### src/rtl/adc_ctrl_pkg.sv
// adc_ctrl_pkg: shared types and helpers for the ADC FIFO drain scheduler.
package adc_ctrl_pkg;
   typedef enum logic [1:0] {IDLE, READ, WAIT, OUT} drain_state_t;
   function automatic int ch_w(input int n);
      return (n > 1) ? $clog2(n) : 1;
   endfunction
   localparam int DEF_CHANNELS   = 4;
   localparam int DEF_DATA_WIDTH = 12;
   typedef struct packed {
      logic [ch_w(DEF_CHANNELS)-1:0] ch;
      logic [DEF_DATA_WIDTH-1:0]     sample;
   } drain_word_t;
endpackage

### src/rtl/rr_arbiter.sv
// rr_arbiter: round-robin pick over a request vector; owns the last-grant pointer.
module rr_arbiter
   import adc_ctrl_pkg::*;
#(
   parameter int N = 4,
   localparam int W = ch_w(N)
) (
   input  logic         clk,
   input  logic         rstn,
   input  logic [N-1:0] req,
   input  logic         load,
   output logic [W-1:0] grant,
   output logic         any_req
);
   logic [W-1:0] ptr_q, ptr_d;
   assign any_req = |req;
   assign ptr_d   = load ? grant : ptr_q;
   // Scan farthest-first so the nearest requester after the pointer wins.
   always_comb begin
      logic [W-1:0] idx;
      idx   = '0;
      grant = ptr_q;
      for (int i = N; i >= 1; i--) begin
         idx = W'((int'(ptr_q) + i) % N);
         if (req[idx]) grant = idx;
      end
   end
   always_ff @(posedge clk) ptr_q <= !rstn ? W'(N - 1) : ptr_d;
endmodule

### src/rtl/adc_fifo_drain_scheduler.sv
// adc_fifo_drain_scheduler: round-robin burst drain of per-channel ADC FIFOs
// into one {channel, sample} stream, with sticky overflow flags and a word counter.
module adc_fifo_drain_scheduler
   import adc_ctrl_pkg::*;
#(
   parameter int NUM_CHANNELS = 4,
   parameter int DATA_WIDTH   = 12,
   parameter int RD_LATENCY   = 1,
   parameter int BURST_LEN    = 4,
   localparam int CH_W = ch_w(NUM_CHANNELS)
) (
   input  logic                       clk,
   input  logic                       rstn,
   input  logic                       enable,
   input  logic [NUM_CHANNELS-1:0]    fifo_not_empty,
   input  logic [NUM_CHANNELS-1:0]    fifo_full,
   input  logic [DATA_WIDTH-1:0]      fifo_dout,
   output logic [CH_W-1:0]            fifo_addr,
   output logic [NUM_CHANNELS-1:0]    fifo_rd_en,
   output logic                       m_valid,
   input  logic                       m_ready,
   output logic [CH_W+DATA_WIDTH-1:0] m_data,
   output logic                       m_last,
   input  logic                       clear_sticky,
   output logic [NUM_CHANNELS-1:0]    ovf_sticky,
   output logic [31:0]                words_out
);
   localparam int BW = $clog2(BURST_LEN + 1);
   localparam int WW = (RD_LATENCY > 1) ? $clog2(RD_LATENCY) : 1;
   drain_state_t            state_q, state_d;
   logic [CH_W-1:0]         addr_q, addr_d;
   logic [BW-1:0]           burst_q, burst_d;
   logic [WW-1:0]           wait_q, wait_d;
   logic [DATA_WIDTH-1:0]   data_q, data_d;
   logic                    last_q, last_d;
   logic [NUM_CHANNELS-1:0] ovf_q, ovf_d;
   logic [31:0]             words_q, words_d;
   logic [CH_W-1:0]         grant;
   logic                    any_req, load;
   assign load = (state_q == IDLE) && enable && any_req;
   rr_arbiter #(.N(NUM_CHANNELS)) u_arb (
      .clk(clk), .rstn(rstn), .req(fifo_not_empty), .load(load),
      .grant(grant), .any_req(any_req)
   );
   assign fifo_addr  = addr_q;
   assign fifo_rd_en = (state_q == READ) ? (NUM_CHANNELS'(1) << addr_q) : '0;
   assign m_valid    = state_q == OUT;
   assign m_data     = {addr_q, data_q};
   assign m_last     = m_valid && last_q;
   assign ovf_sticky = ovf_q;
   assign words_out  = words_q;
   always_comb begin
      state_d = state_q;
      addr_d  = addr_q;
      burst_d = burst_q;
      wait_d  = wait_q;
      data_d  = data_q;
      last_d  = last_q;
      ovf_d   = (clear_sticky ? '0 : ovf_q) | fifo_full;
      words_d = words_q + 32'(m_valid && m_ready);
      case (state_q)
         IDLE: if (load) begin
            state_d = READ;
            addr_d  = grant;
            burst_d = '0;
         end
         READ: begin
            state_d = WAIT;
            wait_d  = '0;
         end
         WAIT: if (wait_q == WW'(RD_LATENCY - 1)) begin
            state_d = OUT;
            data_d  = fifo_dout;
            last_d  = (burst_q + BW'(1) == BW'(BURST_LEN)) || !fifo_not_empty[addr_q] || !enable;
         end else begin
            wait_d = wait_q + WW'(1);
         end
         OUT: if (m_ready) begin
            burst_d = burst_q + BW'(1);
            // Continue the burst only while the channel still has data and grants are allowed.
            state_d = ((burst_q + BW'(1) < BW'(BURST_LEN)) && fifo_not_empty[addr_q] && enable) ? READ : IDLE;
         end
         default: state_d = IDLE;
      endcase
   end
   always_ff @(posedge clk) begin
      if (!rstn) begin
         state_q <= IDLE;
         addr_q  <= '0;
         burst_q <= '0;
         wait_q  <= '0;
         data_q  <= '0;
         last_q  <= 1'b0;
         ovf_q   <= '0;
         words_q <= '0;
      end else begin
         state_q <= state_d;
         addr_q  <= addr_d;
         burst_q <= burst_d;
         wait_q  <= wait_d;
         data_q  <= data_d;
         last_q  <= last_d;
         ovf_q   <= ovf_d;
         words_q <= words_d;
      end
   end
endmodule
### config.mk
export PLATFORM = sky130hd
export DESIGN_NAME = adc_fifo_drain_scheduler
export DESIGN_NICKNAME = d
export VERILOG_FILES = /design/src/rtl/adc_ctrl_pkg.sv /design/src/rtl/rr_arbiter.sv /design/src/rtl/adc_fifo_drain_scheduler.sv
export SDC_FILE = /design/constraint.sdc
export NUM_CORES = 1
export LEC_CHECK = 0
export ABC_CLOCK_PERIOD_IN_PS = 3900
export BUFFER_PORTS_ARGS = -buffer_cell sky130_fd_sc_hd__clkbuf_2
export CAP_MARGIN = 20
export CORE_UTILIZATION = 55
export CTS_CLUSTER_DIAMETER = 40
export CTS_CLUSTER_SIZE = 20
export DETAILED_ROUTE_END_ITERATION = 16
export GPL_ROUTABILITY_DRIVEN = 0
export PLACE_DENSITY = 0.84
export SETUP_SLACK_MARGIN = 0.3
export SLEW_MARGIN = 20
export SYNTH_ARGS = -nofsm -noshare
export SYNTH_HDL_FRONTEND = slang
export SYNTH_SLANG_ARGS = --single-unit
### constraint.sdc
create_clock -name clk -period 3.9 [get_ports clk]
set_input_delay 0.585 -clock clk [delete_from_list [all_inputs] [get_ports clk]]
set_output_delay 0.585 -clock clk [all_outputs]
set_load 0.02 [all_outputs]
==> impl_metrics.env, run 1 <==
export IMPL_multi_input_area_sq_um=1460
export IMPL_drive_gt1_share_pct=26.4
export IMPL_regArea_sq_um=1160
export IMPL_finClkSkew_ps=6.86
export IMPL_period_share_pct=75.2
export IMPL_syn_area_sq_um=2730
export IMPL_ys_seq_area_share_pct=42.5
export IMPL_dieWidth_um=72.5
export IMPL_crit_start="state_q[0]"
export IMPL_firstDrtPassIters=4
export IMPL_synth_xor_area_share_pct=3.84
export IMPL_powerDensity_nw_per_um2=481
export IMPL_core_area_sq_um=4750
export IMPL_rsz0062_at_grt="false"
export IMPL_post_route_min_period_ps=2930
export IMPL_synthMuxAreaShare_pct=7.83
export IMPL_cts_tree="done"
export IMPL_critPathKind="register to register"
export IMPL_synth_cell_type_count=44
export IMPL_hold_ws_ps=455
export IMPL_cp_max_fo=17
export IMPL_drc_errors=0
export IMPL_io_pins=83
export IMPL_clk_pin_slew_ps=70
export IMPL_synth_nets=348
export IMPL_r2r_start="state_q[0]"
export IMPL_drtIter0Drc=157
export IMPL_syn2layout_area_growth_pct=22.9
export IMPL_clockBufferDepth=2
export IMPL_numPortBuffers=82
export IMPL_critPathArrivalTime_ps=3210
export IMPL_hold_violations=0
export IMPL_grt_pass1_vias=2297
export IMPL_cts_made_buffers=9
export IMPL_synth_compound_area_share_pct=11.6
export IMPL_met3_usage_pct=7.08
export IMPL_yosysWarnings=0
export IMPL_ant_nets=0
export IMPL_synth_area_leaders="dfxtp_1, mux2i_1, nor2_1, a21oi_1, ha_1"
export IMPL_crit_path_end_kind="register"
export IMPL_grt_overflow=0
export IMPL_synth_adder_area_share_pct=4.58
export IMPL_htreeDepth=3
export IMPL_clock_root_buffer="clkbuf_8"
export IMPL_rows=25
export IMPL_fin_setup_tns_ps=0
export IMPL_drv_cap=0
export IMPL_syn_avg_cell_area_sq_um=8.73
export IMPL_drt_wl_total_mm=5.85
export IMPL_num_vias=2537
export IMPL_crit_required_ps=4170
export IMPL_async_reset_ff_share_pct=0
export IMPL_grt_max_degree=28
export IMPL_ys_flop_type="dfxtp_1"
export IMPL_antenna_cells=0
export IMPL_grt_antenna_before_repair=0
export IMPL_fmax_mhz=341
export IMPL_cts_sink_count=58
export IMPL_setup_viol=0
export IMPL_min_from="fifo_full[1]"
export IMPL_use_met1_pct=29.2
export IMPL_synth_simple_area_share_pct=25.4
export IMPL_status="finished, final reports clean"
export IMPL_top_usage_layer="met2"
export IMPL_worstSetupStartpointType="register"
export IMPL_grt_use_total_pct=23.4
export IMPL_n_fill_cell=384
export IMPL_irDropWorstVdd_mv=0.390
export IMPL_netlist_instances=313
export IMPL_met2_usage_pct=37.0
export IMPL_slew_headroom_pct=44.5
export IMPL_cts_setup_buffers=0
export IMPL_ys_seq_elements=58
export IMPL_fp_dieH_um=72.5
export IMPL_hold_buffers=0
export IMPL_synth_edf_count=0
export IMPL_avgRoutedWirePerCell_um=12.6
export IMPL_report_final_slew_viol_count=0
export IMPL_grt_pass1_wl_mm=9.68
export IMPL_fin_nets=427
export IMPL_synth_top_family_by_area="simple AND/OR/NAND/NOR gates"
export IMPL_p_leak_nw=1.39
export IMPL_hpwl_mm=4.06
export IMPL_cts_repair_resized=0
export IMPL_hp_class="primary input to register"
export IMPL_yosysTopAreaCell="dfxtp_1"
export IMPL_viasPerCell=5.47
export IMPL_worstMarginPinSlew_ps=822
export IMPL_start_util_pct=57.5
export IMPL_synth_top_area_share_pct=42.5
export IMPL_die_area_sq_um=5260
export IMPL_worstSkewPairLatency_ps=340
-- sequential cells by signal (all words and copies together) (netlist names) --
name         count
words_out       32
burst_q          3
data_q          12
ovf_sticky       4
fifo_addr        2
u_arb.ptr_q      2
last_q           1
state_q          2
-- synthesized netlist by cell type (all sizes together), types with 8 or more instances --
master / count
or3: 9
dfxtp: 58
inv: 13
nand2b: 13
nand2: 24
or4: 8
mux2i: 18
ha: 10
o21ai: 10
clkbuf: 8
nand3: 12
nor2: 34
nand4: 8
xnor2: 8
a21oi: 25
-- worst max-delay path, cell delays in order (launching register included) --
cell	delay [ps]
dfxtp_1	390
ha_1	260
nand2_1	110
inv_1	100
ha_1	200
ha_1	240
nand4_1	200
or4_1	690
or4_1	540
a21oi_1	140
-- per-stage QoR --
stage	util (%)	instance area (sq um)	power (mW)	setup WS, ps	std cells
2_1_floorplan	-	2730	0.990	1240	313
3_3_place_gp	66.6	3170	1.07	1040	448
3_5_place_dp	66.6	3170	1.08	956	448
4_1_cts	70.7	3360	1.62	968	464
5_1_grt	70.7	3360	1.70	643	464
6_report	70.7	3360	1.62	966	464
-- path summary, 6_finish.rpt --
check | to | depth (start not counted) | slack, ps
max | words_out[30] | 9 | 970
min | ovf_sticky[1] | 3 | 450
max reg2reg | words_out[30] | 9 | 970
min reg2reg | words_out[31] | 2 | 470
-- power breakdown --
group	switching, mW	internal (mW)
registers	0.0428	0.643
logic	0.226	0.165
clock network	0.246	0.293
total	0.515	1.10
-- kinds of logic after synthesis --
| family | after synthesis |
|---|---|
| flops | 58 |
| xor+xnor | 12 |
| fa+ha+maj | 10 |
| buf+inv | 28 |
| compound gates | 53 |
| mux | 20 |
| simple gates | 132 |
-- cell type report --
| class | count | share of cell area (%) |
|---|---|---|
| Sequential cell | 58 | 34.5 |
| Clock buffer | 9 | 3.69 |
| Timing Repair Buffer | 83 | 12.4 |
| Clock inverter | 7 | 2.08 |
| Inverter | 13 | 1.45 |
| Tap cell | 67 | 2.49 |
| Multi-Input combinational cell | 227 | 43.3 |
-- layout by cell type (no fill, tap or decap), drive strengths merged, types with 2 or more instances in the layout --
cell type | Yosys | final
xnor2 | 8 | 8
and2 | 4 | 4
mux2i | 18 | 18
or4 | 8 | 8
or3 | 9 | 9
o22ai | 2 | 2
clkinv | 0 | 5
o41ai | 2 | 2
nand2b | 13 | 13
and4 | 3 | 3
and3 | 2 | 2
o211ai | 2 | 2
nand2 | 24 | 24
inv | 13 | 13
dfxtp | 58 | 58
nor2 | 34 | 34
o21ai | 10 | 10
a21oi | 25 | 25
ha | 10 | 10
xor2 | 4 | 4
nor4 | 6 | 6
o31ai | 5 | 5
nand3 | 12 | 12
clkbuf | 8 | 91
nor3 | 4 | 4
nand4 | 8 | 8
-- metal layers --
layer,vias up,wire length (um)
li1,1270,-
met1,1171,2690
met2,86,2730
met3,10,342
met4,0,97
met5,-,0
(Power assumes the default switching activity.)
==> run 2, diff against run 1 <==
--- a/config.mk
+++ b/config.mk
@@ -5,15 +5,15 @@
 export SDC_FILE = /design/constraint.sdc
 export NUM_CORES = 1
 export LEC_CHECK = 0
-export ABC_CLOCK_PERIOD_IN_PS = 3900
+export ABC_CLOCK_PERIOD_IN_PS = 3000
 export BUFFER_PORTS_ARGS = -buffer_cell sky130_fd_sc_hd__clkbuf_2
 export CAP_MARGIN = 20
-export CORE_UTILIZATION = 55
+export CORE_UTILIZATION = 51
 export CTS_CLUSTER_DIAMETER = 40
 export CTS_CLUSTER_SIZE = 20
 export DETAILED_ROUTE_END_ITERATION = 16
 export GPL_ROUTABILITY_DRIVEN = 0
-export PLACE_DENSITY = 0.84
+export PLACE_DENSITY = 0.78
 export SETUP_SLACK_MARGIN = 0.3
 export SLEW_MARGIN = 20
 export SYNTH_ARGS = -nofsm -noshare
==> constraint.sdc (replaced) <==
create_clock -name clk -period 3 [get_ports clk]
set_input_delay 0.45 -clock clk [delete_from_list [all_inputs] [get_ports clk]]
set_output_delay 0.45 -clock clk [all_outputs]
set_load 0.02 [all_outputs]
==> run 2 against run 1 <==
Register-to-register slack got worse by 550 ps. Final area up 2.0%. Routed wire length is 2.3% higher. Sequential power rose by 32%. Final cell count rose by 1.3%. Worst hold slack got worse by 140 ps. Maximum frequency grew 13%. Sequential cell count unchanged. Total power rose by 33%. Count of clock-buffer cells in the layout is 1 higher. Worst setup slack got worse by 550 ps.
==> impl_metrics.env, run 2 (synthesis results as in run 1) <==
export IMPL_status="finished, final reports clean"
export IMPL_powerDensity_nw_per_um2=627
export IMPL_final_cell_mix="clkbuf_2, dfxtp_1, nor2_1, a21oi_1, nand2_1"
export IMPL_drv_cap=0
export IMPL_min_from="fifo_full[0]"
export IMPL_drc_errors=0
export IMPL_fin_setup_tns_ps=0
export IMPL_core_area_sq_um=5140
export IMPL_critPathArrivalTime_ps=2860
export IMPL_critPathKind="register to register"
export IMPL_drtIter0Drc=107
export IMPL_hold_violations=0
export IMPL_postPlaceCellArea_sq_um=3190
export IMPL_slew_headroom_pct=49.4
export IMPL_syn2layout_area_growth_pct=25.4
export IMPL_grt_antenna_before_repair=0
export IMPL_final_area_sq_um=3430
export IMPL_die_area_sq_um=5660
export IMPL_cts_tree="done"
export IMPL_hp_class="primary input to register"
export IMPL_rows=26
export IMPL_dieWidth_um=75.2
export IMPL_p_comb_share_pct=23.8
export IMPL_irDropWorstVdd_mv=0.489
export IMPL_grt_pass1_vias=2295
export IMPL_reg2reg_slack_ps=410
export IMPL_worstSkewPairLatency_ps=340
export IMPL_worstSetupStartpointType="register"
export IMPL_drt_wl_total_mm=5.99
export IMPL_whs_endpoint="ovf_sticky[0]"
export IMPL_p_seq_share_pct=42.1
export IMPL_p_sw_mw=0.684
export IMPL_drive_gt1_share_pct=28.2
export IMPL_grt_max_degree=48
export IMPL_fp_dieH_um=75.2
export IMPL_power_mw=2.15
export IMPL_final_cells=470
export IMPL_finClkSkew_ps=4.16
export IMPL_reg2reg_depth=10
export IMPL_largest_reg_flops=32
export IMPL_hold_ws_ps=314
export IMPL_r2r_end="words_out[30]"
export IMPL_final_common_cell="clkbuf_2"
export IMPL_num_vias=2493
export IMPL_antenna_cells=0
export IMPL_start_util_pct=53.2
export IMPL_place_ws_ps=151
export IMPL_power_frac_clock_pct=34.1
export IMPL_p_leak_nw=1.39
export IMPL_post_route_min_period_ps=2590
export IMPL_cts_sink_count=58
export IMPL_fin_util_pct=66.7
export IMPL_viasPerCell=5.30
export IMPL_report_final_slew_viol_count=0
export IMPL_fin_nets=430
export IMPL_ant_nets=0
export IMPL_hold_buffers=0
export IMPL_crit_required_ps=3270
export IMPL_numPortBuffers=82
export IMPL_clock_root_buffer="clkbuf_8"
export IMPL_clockBufferDepth=2
export IMPL_grt_use_total_pct=22.6
export IMPL_period_share_pct=86.2
export IMPL_avgRoutedWirePerCell_um=12.7
export IMPL_grt_pass1_wl_mm=9.65
export IMPL_grt_overflow=0
export IMPL_firstDrtPassIters=4
export IMPL_crit_path_end_kind="register"
export IMPL_p_sw_share_pct=31.8
export IMPL_cp_max_fo=17
export IMPL_setup_viol=0
export IMPL_io_pins=83
export IMPL_fmax_mhz=387
export IMPL_rsz0062_at_grt="false"
export IMPL_min_path_cells=3
export IMPL_worstMarginPinSlew_ps=759
export IMPL_internal_power_mw=1.47
export IMPL_setup_ws_ps=414
export IMPL_r2r_start="state_q[0]"
export IMPL_hpwl_mm=4.24
export IMPL_n_fill_cell=465
export IMPL_clk_pin_slew_ps=70
export IMPL_dp_cells=453
export IMPL_htreeDepth=3
export IMPL_cts_made_buffers=9
## run 2: timing repair
| item | in CTS | in global routing |
|---|---|---|
| resized for setup | 3 | 5 |
| setup endpoints to repair | 8 | 9 |
| buffers inserted | 1 | 0 |
## run 2: final cells by class
class | instances | area, sq um | area share (%)
Clock inverter | 6 | 66.3 | 1.93
Sequential cell | 58 | 1170 | 34.0
Tap cell | 70 | 87.6 | 2.55
Multi-Input combinational cell | 227 | 1480 | 43.2
Timing Repair Buffer | 86 | 440 | 12.8
Inverter | 13 | 48.8 | 1.42
Clock buffer | 10 | 138 | 4.01
## run 2: worst max-delay path by stage
stage | slack (ps) | start | end
global route | 300 | state_q[0] | words_out[30]
global placement | 310 | state_q[1] | words_out[30]
CTS | 300 | state_q[0] | words_out[28]
floorplan | 340 | state_q[1] | words_out[30]
detailed placement | 150 | state_q[1] | words_out[28]
finish | 410 | state_q[0] | words_out[30]
## run 2: per-layer routing
metal	GRT usage, %	part of all wire, %
met4	13.4	1.8
met1	27.9	47
met5	0	0
met3	4.28	4.2
met2	36.8	47
## run 2: critical path, cell delays in order (launching register included)
cell     delay (ps)
dfxtp_2         380
ha_4            170
nand2_1          90
inv_1           110
ha_2            230
ha_4            160
nand4_1         120
or4_1           430
buf_4           200
or4_1           480
a21oi_1         140
## run 2: power groups by stage
stage / clock network [mW] / logic, mW / registers (mW)
3_3_place_gp: 0 / 0.496 / 0.902
6_report: 0.733 / 0.512 / 0.905
3_5_place_dp: 0 / 0.511 / 0.907
5_1_grt: 0.777 / 0.560 / 0.913
2_1_floorplan: 0 / 0.341 / 0.946
4_1_cts: 0.747 / 0.513 / 0.894
==> run 3, diff against run 2 <==
--- a/config.mk
+++ b/config.mk
@@ -13,7 +13,8 @@
 export CTS_CLUSTER_SIZE = 20
 export DETAILED_ROUTE_END_ITERATION = 16
 export GPL_ROUTABILITY_DRIVEN = 0
-export PLACE_DENSITY = 0.78
+export PLACE_DENSITY = 0.86
+export REMOVE_ABC_BUFFERS = 1
 export SETUP_SLACK_MARGIN = 0.3
 export SLEW_MARGIN = 20
 export SYNTH_ARGS = -nofsm -noshare
==> run 3 against run 2 <==
Clock power decreased by 17%. Final area decreased by 0.26%. Core utilization decreased by 0.17 points. Total power decreased by 5.6%. Count of clock-buffer cells in the layout increased by 3. Routed wire length increased by 2.8%. Final cell count unchanged. Die area unchanged. Critical path type unchanged. Critical endpoint is now words_out[24]. Largest cell class unchanged. Highest routed layer unchanged.
==> impl_metrics.env, run 3 (synthesis results as in run 1) <==
export IMPL_worstSetupStartpointType="register"
export IMPL_worstSkewPairLatency_ps=340
export IMPL_rsz0062_at_grt="false"
export IMPL_drive_gt1_share_pct=28.0
export IMPL_crit_required_ps=3270
export IMPL_die_area_sq_um=5660
export IMPL_cts_sink_count=58
export IMPL_top_layer_used="met4"
export IMPL_start_util_pct=53.2
export IMPL_dieWidth_um=75.2
export IMPL_grt_max_degree=32
export IMPL_hold_buffers=0
export IMPL_avgRoutedWirePerCell_um=13.1
export IMPL_critPathArrivalTime_ps=2830
export IMPL_path_depth=10
export IMPL_clockBufferDepth=2
export IMPL_crit_path_end_kind="register"
export IMPL_slew_headroom_pct=51.0
export IMPL_drt_wl_total_mm=6.16
export IMPL_irDropWorstVdd_mv=0.510
export IMPL_grt_overflow=0
export IMPL_fin_nets=433
export IMPL_finClkSkew_ps=8.45
export IMPL_grt_antenna_before_repair=0
export IMPL_drtIter0Drc=118
export IMPL_cp_max_fo=8
export IMPL_ant_nets=0
export IMPL_antenna_cells=0
export IMPL_viasPerCell=5.52
export IMPL_met2WireLength_mm=3.07
export IMPL_worstMarginPinSlew_ps=735
export IMPL_met3WireLength_um=398
export IMPL_core_area_sq_um=5140
export IMPL_numPortBuffers=82
export IMPL_clk_pin_slew_ps=60
export IMPL_cts_tree="done"
export IMPL_crit_slowest_cell="or4_4"
export IMPL_powerDensity_nw_per_um2=594
export IMPL_critPathKind="register to register"
export IMPL_clock_root_buffer="clkbuf_8"
export IMPL_wl_met1_mm=2.64
export IMPL_crit_path_frequent_cell="ha_4"
export IMPL_setup_viol=0
export IMPL_syn2layout_area_growth_pct=25.1
export IMPL_min_path_cells=3
export IMPL_firstDrtPassIters=4
export IMPL_grt_pass1_vias=2330
export IMPL_cpPeakStageDelay_ps=620
export IMPL_fp_dieH_um=75.2
export IMPL_post_route_min_period_ps=2570
export IMPL_final_common_cell="clkbuf_2"
export IMPL_postPlaceCellArea_sq_um=3190
export IMPL_htreeDepth=3
export IMPL_grt_use_total_pct=23.6
export IMPL_status="finished, final reports clean"
export IMPL_worstPathBufferInverterCount=2
export IMPL_final_area_sq_um=3420
export IMPL_crit_chain="ha_4, nand2_1, inv_1, ha_4, ha_4, nand4_1, or4_4, buf_2, or3_1, a21oi_1"
export IMPL_drc_errors=0
export IMPL_drv_cap=0
export IMPL_io_pins=83
export IMPL_rows=26
export IMPL_period_share_pct=85.6
export IMPL_hp_class="primary input to register"
export IMPL_hold_violations=0
export IMPL_largest_reg_flops=32
export IMPL_final_cell_mix="clkbuf_2, dfxtp_1, nor2_1, a21oi_1, nand2_1"
export IMPL_n_fill_cell=447
export IMPL_cts_made_buffers=9
export IMPL_num_vias=2596
export IMPL_grt_pass1_wl_mm=10.0
export IMPL_hpwl_mm=4.39
export IMPL_p_leak_nw=1.39
export IMPL_report_final_slew_viol_count=0
export IMPL_fin_setup_tns_ps=0
export IMPL_fmax_mhz=390
export IMPL_cpLargestDelayFamily="simple AND/OR/NAND/NOR gates"
export IMPL_reg2reg_depth=10
## run 3: cell count changes in the layout (fill, tap and decap cells not counted), sizes merged
cell / delta
buf: +3
clkbuf: +3
clkinvlp: -3
clkinv: -2
bufinv: -1
## run 3: layout make-up
type,instances,area [sq um],share of cell area (%)
multi-input cells,227,1500,43.7
well taps,70,87.6,2.56
clock buffers,13,159,4.65
repair buffers,89,460,13.5
inverters,13,48.8,1.43
flip-flops and latches,58,1170,34.2
## run 3: power breakdown
group | leakage [nW] | switching (mW) | internal, mW | total, mW
Sequential | 0.472 | 0.0629 | 0.845 | 0.908
Combinational | 0.841 | 0.293 | 0.219 | 0.512
Clock | 0.0815 | 0.279 | 0.331 | 0.611
Total | 1.39 | 0.635 | 1.40 | 2.03
## run 3: worst register-to-register path, cell delays in order (launching register included)
cell     delay [ps]
dfxtp_4         380
ha_4            160
nand2_1          80
inv_1           150
ha_4            180
ha_4            150
nand4_1         110
or4_4           620
buf_2           190
or3_1           350
a21oi_1         140
## run 3: final timing paths
path | from | end | slack [ps]
max | state_q[1] | words_out[24] | 430
min | fifo_full[0] | ovf_sticky[0] | 320
max reg2reg | state_q[1] | words_out[24] | 430
min reg2reg | words_out[31] | words_out[31] | 470
## run 3: routing by layer
metal | global-route usage, % | up-vias
met3 | 10.3 | 8
met5 | 0 | -
li1 | - | 1276
met1 | 25.8 | 1227
met4 | 7.61 | 0
met2 | 41.1 | 85
## run 3: what timing repair did
action                                  CTS  global route
buffers inserted                          0             3
endpoints found under the setup margin    9            12
gates resized for setup                   2            10
pin swaps                                 0             1
## run 3: through the flow
| step | hold WS [ps] | std cells | utilization, % | power, mW | worst slack (ps) |
|---|---|---|---|---|---|
| after detailed placement | 473 | 454 | 62.1 | 1.42 | 169 |
| final | 319 | 470 | 66.6 | 2.03 | 433 |
| after floorplan | 462 | 298 | - | 1.27 | 220 |
| after CTS | 305 | 467 | 65.3 | 2.03 | 305 |
| after global placement | 451 | 454 | 62.1 | 1.39 | 306 |
| after global routing | 327 | 470 | 66.6 | 2.15 | 310 |
